## src/rtl/sense_push_ctrl_pkg.sv

```systemverilog
// Shared types and defaults for the sense-loop push controller.
package sense_push_ctrl_pkg;

  typedef enum logic [1:0] {
    IDLE     = 2'd0,
    WAIT_REQ = 2'd1,
    WAIT_RTZ = 2'd2,
    DRAIN    = 2'd3
  } state_t;

  localparam int DEF_SAMPLE_BITS = 8;
  localparam int DEF_SYNC_STAGES = 2;
  localparam int DEF_TIMEOUT_CYC = 255;

  // bit_cnt must be able to hold SAMPLE_BITS itself (the "full" value)
  function automatic int cnt_width(input int sample_bits);
    return $clog2(sample_bits + 1);
  endfunction

endpackage

```

## src/rtl/sense_sync.sv

```systemverilog
// Multi-flop synchroniser for a single asynchronous level, synchronous active-low reset.
module sense_sync
  import sense_push_ctrl_pkg::*;
#(
  parameter int STAGES = DEF_SYNC_STAGES
) (
  input  logic clk,
  input  logic nreset,
  input  logic d,
  output logic q
);

  logic [STAGES-1:0] sync_q;

  always_ff @(posedge clk) begin
    if (!nreset) sync_q <= '0;
    else         sync_q <= {sync_q[STAGES-2:0], d};
  end

  assign q = sync_q[STAGES-1];

endmodule

```

## src/rtl/sense_push_ctrl.sv

```systemverilog
// Acknowledges 4-phase pushes from an asynchronous sense loop and assembles
// the bundled sense bits into words delivered over a valid/ready interface.
module sense_push_ctrl
  import sense_push_ctrl_pkg::*;
#(
  parameter int SAMPLE_BITS = DEF_SAMPLE_BITS,
  parameter int SYNC_STAGES = DEF_SYNC_STAGES,
  parameter int TIMEOUT_CYC = DEF_TIMEOUT_CYC
) (
  input  logic                   clk,
  input  logic                   nreset,
  input  logic                   enable,
  output logic                   activate_0r,
  input  logic                   push_0r,
  output logic                   push_0a,
  input  logic                   push_0d,
  output logic                   word_valid,
  input  logic                   word_ready,
  output logic [SAMPLE_BITS-1:0] word_data,
  output logic                   timeout,
  output logic                   busy
);

  localparam int CW = cnt_width(SAMPLE_BITS);
  localparam int TW = $clog2(TIMEOUT_CYC + 1);
  localparam int SW = $clog2(SYNC_STAGES + 1);
  localparam logic [CW-1:0] FULL    = CW'(SAMPLE_BITS);
  localparam logic [CW-1:0] LAST    = CW'(SAMPLE_BITS - 1);
  localparam logic [TW-1:0] TLIM    = TW'(TIMEOUT_CYC);
  localparam logic [TW-1:0] TLIM_M1 = TW'(TIMEOUT_CYC - 1);
  localparam logic [SW-1:0] SETTLED = SW'(SYNC_STAGES);

  state_t                 state, state_nx;
  logic                   req_s;
  logic                   req_low_seen;
  logic [SW-1:0]          settle_cnt;
  logic [CW-1:0]          bit_cnt;
  logic [SAMPLE_BITS-1:0] shift_reg;
  logic [TW-1:0]          tcnt;
  logic                   full, out_free, capture, hs_done, last_bit, load_out, tcount_en;

  sense_sync #(.STAGES(SYNC_STAGES)) u_sync (
    .clk    (clk),
    .nreset (nreset),
    .d      (push_0r),
    .q      (req_s)
  );

  // A capture needs req_s seen low first, so a request left high across reset is ignored
  assign full      = (bit_cnt == FULL);
  assign out_free  = !word_valid || word_ready;
  assign capture   = (state == WAIT_REQ) && req_s && req_low_seen && !full;
  assign hs_done   = ((state == WAIT_RTZ) || (state == DRAIN)) && push_0a && !req_s;
  assign last_bit  = hs_done && (bit_cnt == LAST);
  assign load_out  = out_free && (full || last_bit);
  assign tcount_en = ((state == WAIT_REQ) && !full) || (state == WAIT_RTZ);
  assign busy      = (state != IDLE);

  always_comb begin
    state_nx = state;
    case (state)
      IDLE:     if (enable) state_nx = WAIT_REQ;
      WAIT_REQ: begin
        if (capture)      state_nx = enable ? WAIT_RTZ : DRAIN;
        else if (!enable) state_nx = IDLE;
      end
      WAIT_RTZ: begin
        if (!enable)     state_nx = DRAIN;
        else if (!req_s) state_nx = WAIT_REQ;
      end
      DRAIN:    if (!req_s) state_nx = IDLE;
      default:  state_nx = IDLE;
    endcase
  end

  always_ff @(posedge clk) begin
    if (!nreset) state <= IDLE;
    else         state <= state_nx;
  end

  always_ff @(posedge clk) begin
    if (!nreset) begin
      activate_0r  <= 1'b0;
      push_0a      <= 1'b0;
      req_low_seen <= 1'b0;
      settle_cnt   <= '0;
      bit_cnt      <= '0;
      shift_reg    <= '0;
      word_valid   <= 1'b0;
      word_data    <= '0;
      tcnt         <= '0;
      timeout      <= 1'b0;
    end else begin
      activate_0r <= enable && ((state_nx == WAIT_REQ) || (state_nx == WAIT_RTZ));

      if (capture)     push_0a <= 1'b1;
      else if (!req_s) push_0a <= 1'b0;

      // req_s is only trusted once the synchroniser has refilled after reset
      if (settle_cnt != SETTLED) settle_cnt <= settle_cnt + 1'b1;
      if (capture)                             req_low_seen <= 1'b0;
      else if (!req_s && settle_cnt == SETTLED) req_low_seen <= 1'b1;

      for (int i = 0; i < SAMPLE_BITS; i++) begin
        if (capture && bit_cnt == CW'(i)) shift_reg[i] <= push_0d;
      end

      if (load_out || state_nx == IDLE) bit_cnt <= '0;
      else if (hs_done)                 bit_cnt <= bit_cnt + 1'b1;

      if (load_out) begin
        word_valid <= 1'b1;
        word_data  <= shift_reg;
      end else if (word_ready) begin
        word_valid <= 1'b0;
      end

      if (state_nx != state)                 tcnt <= '0;
      else if (tcount_en && tcnt != TLIM)    tcnt <= tcnt + 1'b1;

      if (state == IDLE && state_nx == WAIT_REQ)
        timeout <= 1'b0;
      else if (state_nx == state && tcount_en && tcnt == TLIM_M1)
        timeout <= 1'b1;
    end
  end

endmodule

```

## config.mk

```make
export PLATFORM = sky130hd
export DESIGN_NAME = sense_push_ctrl
export DESIGN_NICKNAME = d
export VERILOG_FILES = /design/src/rtl/sense_push_ctrl_pkg.sv /design/src/rtl/sense_sync.sv /design/src/rtl/sense_push_ctrl.sv
export SDC_FILE = /design/constraint.sdc
export NUM_CORES = 1
export LEC_CHECK = 0
export BUFFER_PORTS_ARGS = -buffer_cell sky130_fd_sc_hd__buf_2
export CAP_MARGIN = 5
export CORE_ASPECT_RATIO = 1.5
export CORE_MARGIN = 3
export CORE_UTILIZATION = 57
export DETAILED_ROUTE_END_ITERATION = 16
export HOLD_SLACK_MARGIN = 0.02
export PLACE_DENSITY_LB_ADDON = 0.2
export SLEW_MARGIN = 0
export SYNTH_ARGS = -nofsm -noshare
export SYNTH_HDL_FRONTEND = slang
export SYNTH_SLANG_ARGS = --single-unit
```

## constraint.sdc

```tcl
create_clock -name clk -period 2.46 [get_ports clk]
set_input_delay 0.369 -clock clk [delete_from_list [all_inputs] [get_ports clk]]
set_output_delay 0.369 -clock clk [all_outputs]
set_load 0.005 [all_outputs]
```

==> impl_metrics.json, run 1 <==
{
  "status": "complete, no violations",
  "ff2ff_setup_slack_ps": 420,
  "grt.total_usage_pct": 19.76,
  "synth_cell_types": 46,
  "ant_nets": 0,
  "wl_um": 3600,
  "rsz0062_at_grt": "false",
  "vias": 1482,
  "synth_ff_type": "dfxtp_1",
  "fin_total_pwr_w": 0.001208,
  "tightest_slew_ps": 732.4,
  "maxSlewHeadroom_pct": 50.49,
  "avgViaCountPerCell": 5.656,
  "crit_buf_inv": 1,
  "first_pass_iters": 4,
  "fmax_ghz": 0.4901,
  "grt_antenna_before_repair": 0,
  "worstSetupPathType": "reg2reg",
  "holdBufCountCts": 0,
  "grt_first_pass_wirelength_um": 6058,
  "leakage_nw": 0.8325,
  "synthesis.area_um2": 1901,
  "cp_slowest_cell": "dfxtp_1",
  "fin_hold_ws_ps": 278.4,
  "routedWlPerCell_um": 13.74,
  "grt_max_degree": 35,
  "htreeDepth": 2,
  "start_util_pct": 59.57,
  "dpl.hpwl_um": 2690,
  "cts_sinks": 39,
  "die_w_um": 53.15,
  "place_inst": 254,
  "diodes": 0,
  "clockBufferDepth": 2,
  "grt_pass1_vias": 1486,
  "num_rows": 25,
  "core_um2": 3191,
  "crit_chain": "inv_1 -> ha_1 -> and3b_1 -> nor3_1 -> o31ai_1 -> ha_1 -> nor2b_1 -> o21ai_0 -> nor2_1",
  "fin_util_pct": 65.25,
  "clk_pin_slew_worst_paths_ps": 80,
  "drtIter0Drc": 20,
  "fin_nets": 235,
  "clock_skew_ps": 2.905,
  "portBuffers": 18,
  "drive_gt1_share_pct": 16.67,
  "irDropWorstVdd_mv": 0.5310,
  "start_kind": "flop",
  "fin_crit_ps": 2040,
  "hold_viol_final": 0,
  "async_reset_ff_share_pct": 0,
  "synth_cells": 204,
  "n_fill_cell": 286,
  "gp_congestion": 0.7583,
  "hold_class": "in2reg",
  "fin_tns_setup_ps": 0,
  "crit_path_end_kind": "flop",
  "numCtsBuffers": 5,
  "syn_nets": 218,
  "power_per_cell_area_nw_per_um2": 580.1,
  "cap_violations": 0,
  "root_buffer": "clkbuf_8",
  "synth-edff-count": 0,
  "max_stage_delay_ps": 420,
  "cpLargestDelayFamily": "simple AND/OR/NAND/NOR gates",
  "yosysSeqAreaShare_pct": 41.08,
  "finalSetupViolCount": 0,
  "crit_fanout": 5,
  "clk_latency_ps": 300,
  "io_pins": 19,
  "cts_tree": "built",
  "die_h_um": 76.72,
  "avgSynthCellArea_um2": 9.317,
  "yosysWarningCount": 0,
  "globalRoute.totalOverflow": 0,
  "arrival_ps": 2280,
  "critPathRequiredTime_ps": 2700,
  "min_period_over_period_pct": 82.94,
  "area_growth_pct": 9.546,
  "finalMaxSlewViolations": 0,
  "die-area_um2": 4077,
  "stdcell_count": 262,
  "crit_path_frequent_cell": "ha_1",
  "drcViolationCount": 0,
  "postCtsSetupBuffers": 0,
  "synth-seq-cells": 39,
  "cts-resized-gates": 0
}
## cells in the mapped netlist (2+ instances only)
cell       n  area (um^2)
xnor2_1    3        26.28
clkbuf_1   4        15.01
nand3_1    8        40.04
buf_2      2        10.01
and3_1     5        31.28
xor2_1     2        17.52
or4_1      3        22.52
and2_2     2        15.01
nor2b_1   13        81.33
nor2_1     6        22.52
ha_1       8        100.1
o21ai_0    4        20.02
nand4_1    2        12.51
o31ai_1    5        37.54
dfxtp_1   39        780.8
nand2_1   28        105.1
buf_6      2        22.52
mux2i_1   16        160.2
nor3_1     2        10.01
inv_1      7        26.28
and2_1     5        31.28
and3b_1    2        17.52
a21oi_1   12        60.06
a211oi_1   2        15.01
## power breakdown
group / switching [W] / internal (W)
Sequential: 0.0000193 / 0.000654
Combinational: 0.0000551 / 0.0000514
Clock: 0.000231 / 0.000197
Total: 0.000305 / 0.000903
## worst paths after layout
| path | from | endpoint | depth (start not counted) |
|---|---|---|---|
| worst max register to register | bit_cnt[0] | bit_cnt[1] | 9 |
| worst max-delay path | bit_cnt[0] | bit_cnt[1] | 9 |
| worst min-delay path | push_0r | u_sync.sync_q[0] | 2 |
| worst min register to register | timeout | timeout | 2 |
## cell usage in the layout (no fill, tap or decap), types with 4 or more instances in the layout
cell type and count:
and3_1 5, o21ai_0 4, inv_1 7, buf_2 18
ha_1 8, clkbuf_8 5, a21oi_1 12, mux2i_1 16
nor2b_1 13, o31ai_1 5, nand2_1 28, nor2_1 6
nand3_1 8, dfxtp_1 39, and2_1 5
## layout make-up
cell class / count / area, um^2 / area share (%)
clock buffer: 5 / 68.82 / 3.305
multi-input combinational: 150 / 1046 / 50.24
timing repair buffer: 18 / 90.09 / 4.327
tap: 40 / 50.05 / 2.404
inverter: 7 / 26.28 / 1.262
sequential: 39 / 780.7 / 37.50
clock inverter: 3 / 20.02 / 0.9615
## metrics by stage
stage | cell area, um^2 | setup WS (ps)
floorplan | 1901 | 711.4
global placement | 1993 | 502.7
detailed placement | 1993 | 426.1
CTS | 2082 | 407.6
global route | 2082 | 206.4
finish | 2082 | 419.8
## kinds of logic after synthesis
kind of cell	after synthesis	synth area share [%]
buffers and inverters	15	3.884
and+or+nand+nor	88	26.60
adders and majority gates	8	5.267
muxes	16	8.426
AOI/OAI and AO/OA	32	11.00
xor gates and xnor gates	6	3.753
DFF	39	41.08
## layer usage
metal  part of all wire [%]  GRT usage, %
met5                      0             0
met4                    2.1         8.696
met3                    3.8         5.243
met2                     55         36.32
met1                     39         19.50
No activity file was read; power rests on OpenSTA's default activity.
==> run 2, diff against run 1 <==
Settings changed: ABC_AREA set to 1.
Clock period 2.46 ns to 2 ns, I/O delays scaled along.
==> run 2 against run 1 <==
  * First-iteration DRC count is 25% higher
  * Routed wire length is 3.7% lower
  * Critical path type unchanged
  * Cell area rose by 1.1%
==> impl_metrics.json, run 2 <==
{
  "rsz0062_at_grt": "false",
  "crit_buf_inv": 2,
  "die-area_um2": 3934,
  "crit_path_frequent_cell": "nand3_2",
  "wl_um": 3468,
  "grt_max_degree": 17,
  "diodes": 0,
  "synth_ff_type": "dfxtp_1",
  "crit_path_end_kind": "flop",
  "p_int_w": 0.001214,
  "highest_layer": "met4",
  "first_pass_iters": 4,
  "min_period_over_period_pct": 89.26,
  "synth_area_leaders": "dfxtp_1 (43%), inv_1 (7.0%), nor2_1 (6.4%)",
  "critPathRequiredTime_ps": 2230,
  "die_w_um": 52.22,
  "leakage_nw": 0.8801,
  "fin_crit_ps": 1785,
  "die_h_um": 75.34,
  "clk_pin_slew_worst_paths_ps": 80,
  "power.share.clock_pct": 41.4,
  "htreeDepth": 2,
  "synth_cell_types": 28,
  "synthTopCellsByCount": "dfxtp_1 (39), inv_1 (34), nor2_1 (31)",
  "yosysSeqAreaShare_pct": 42.74,
  "avgViaCountPerCell": 5.199,
  "finalMaxSlewViolations": 0,
  "fin_hold_ws_ps": 195.4,
  "synth-edff-count": 0,
  "finalSetupViolCount": 0,
  "multiInputGateArea_um2": 898.4,
  "drtIter0Drc": 25,
  "dr_wl_met2_um": 1779,
  "arrival_ps": 2020,
  "start_util_pct": 60.83,
  "io_pins": 19,
  "combPwrFrac_pct": 6.9,
  "mostFrequentLayoutCells": "dfxtp_1 (38), inv_1 (34), nor2_1 (31), nand2_1 (28), buf_2 (18)",
  "place_inst": 293,
  "synth-seq-cells": 39,
  "fin_nets": 275,
  "routedWlPerCell_um": 11.52,
  "status": "complete, no violations",
  "yosysWarningCount": 0,
  "cts_sinks": 39,
  "vias": 1565,
  "cap_violations": 0,
  "grt_antenna_before_repair": 0,
  "ant_nets": 0,
  "dpl.hpwl_um": 2630,
  "irDropWorstVdd_mv": 0.7684,
  "crit_chain": "inv_1 -> ha_2 -> nand3_2 -> nand3_2 -> nand2_1 -> nand3_2 -> nand2_1 -> inv_1 -> ha_1 -> nor2_1 -> nand2_2 -> a21oi_2",
  "clockBufferDepth": 2,
  "grt.total_usage_pct": 20.21,
  "cp_slowest_cell": "dfxtp_2",
  "synthesis.area_um2": 1827,
  "wl_met1_um": 1489,
  "async_reset_ff_share_pct": 0,
  "p_sw_share_pct": 23.36,
  "r2r_start": "bit_cnt[1]",
  "worstSetupPathType": "reg2reg",
  "tightest_slew_ps": 476.4,
  "syn_nets": 250,
  "root_buffer": "clkbuf_8",
  "hp-start": "push_0r",
  "setup.worst_path.start": "bit_cnt[1]",
  "stdcell_count": 301,
  "avgSynthCellArea_um2": 7.740,
  "p_seq_share_pct": 51.7,
  "power_per_cell_area_nw_per_um2": 752.1,
  "yosysMostFrequentCell": "dfxtp_1",
  "fmax_ghz": 0.5602,
  "final_common_cell": "dfxtp_1",
  "cts_tree": "built",
  "drcViolationCount": 0,
  "regArea_um2": 782.0,
  "yosysTopAreaCellShare_pct": 42.74,
  "wl_met3_um": 146,
  "num_rows": 24,
  "grt_pass1_vias": 1439,
  "area_growth_pct": 15.27,
  "synth_cells": 236,
  "maxSlewHeadroom_pct": 68.23,
  "max_stage_delay_ps": 360,
  "power_switching_w": 0.0003700,
  "postCtsSetupBuffers": 0,
  "n_fill_cell": 245,
  "cpLargestDelayFamily": "simple AND/OR/NAND/NOR gates",
  "cts-resized-gates": 0,
  "drive_gt1_share_pct": 22.52,
  "numCtsBuffers": 5,
  "globalRoute.totalOverflow": 0,
  "hold_class": "in2reg",
  "synth_top_area_cell": "dfxtp_1",
  "fin_tns_setup_ps": 0,
  "start_kind": "flop",
  "hold_viol_final": 0,
  "grt_first_pass_wirelength_um": 6016,
  "portBuffers": 18,
  "holdBufCountCts": 0,
  "clock_skew_ps": 8.604,
  "gp_congestion": 0.9586,
  "clk_latency_ps": 290,
  "core_um2": 3003,
  "crit_fanout": 5
}
-- run 2: cell types whose count changed after synthesis, moves of 9 or more --
cell and change:
nor2_1 +25, mux2i_1 -16, inv_1 +27, a31oi_1 +9
nor3_1 +9, nor2b_1 -13, o21ai_0 +9
-- run 2: power groups by stage --
| stage | Sequential [W] | Combinational, W | Clock [W] |
|---|---|---|---|
| after floorplan | 0.000833 | 0.0000808 | 0 |
| after global placement | 0.000835 | 0.000106 | 0 |
| after detailed placement | 0.000835 | 0.000111 | 0 |
| after CTS | 0.000818 | 0.000110 | 0.000669 |
| after global routing | 0.000821 | 0.000128 | 0.000692 |
| final | 0.000819 | 0.000110 | 0.000655 |
-- run 2: final cells by class --
cell class / count / area share [%]
Clock buffer: 5 / 3.268
Tap cell: 39 / 2.317
Clock inverter: 3 / 2.080
Timing Repair Buffer: 22 / 5.704
Inverter: 37 / 6.833
Sequential cell: 39 / 37.14
Multi-Input combinational cell: 156 / 42.66
-- run 2: logic make-up after synthesis --
| family | share of synthesized area [%] |
|---|---|
| AND/OR/NAND/NOR | 26.30 |
| AO/OA/AOI/OAI | 13.84 |
| buffers and inverters | 8.767 |
| flip-flops | 42.74 |
| adder cells (fa/ha/maj) | 5.480 |
| XOR/XNOR | 2.877 |
-- run 2: worst paths after layout --
check,endpoint,slack [ps],cells after the start
min,u_sync.sync_q[0],200,3
max,bit_cnt[1],210,12
max reg2reg,bit_cnt[1],210,12
min reg2reg,u_sync.sync_q[1],420,2
-- run 2: layer usage --
layer / vias up / global-route usage [%]
met4: 0 / 7.670
met1: 710 / 22.99
met2: 27 / 35.80
li1: 823 / -
met5: - / 0
met3: 5 / 5.479
-- run 2: per-stage QoR --
| stage | power, W | utilization, % | worst slack, ps | cell area [um^2] |
|---|---|---|---|---|
| detailed placement | 0.0009458 | 65.92 | 125.9 | 1979 |
| global route | 0.001642 | 70.13 | 35.60 | 2106 |
| global placement | 0.0009415 | 65.92 | 197.3 | 1979 |
| finish | 0.001584 | 70.13 | 214.8 | 2106 |
| floorplan | 0.0009134 | - | 216.9 | 1827 |
| CTS | 0.001597 | 69.67 | 104.7 | 2092 |
-- run 2: tightest hold or removal path: stages --
cell	delay, ps
buf_2	70
nand2_1	40
inv_1	40
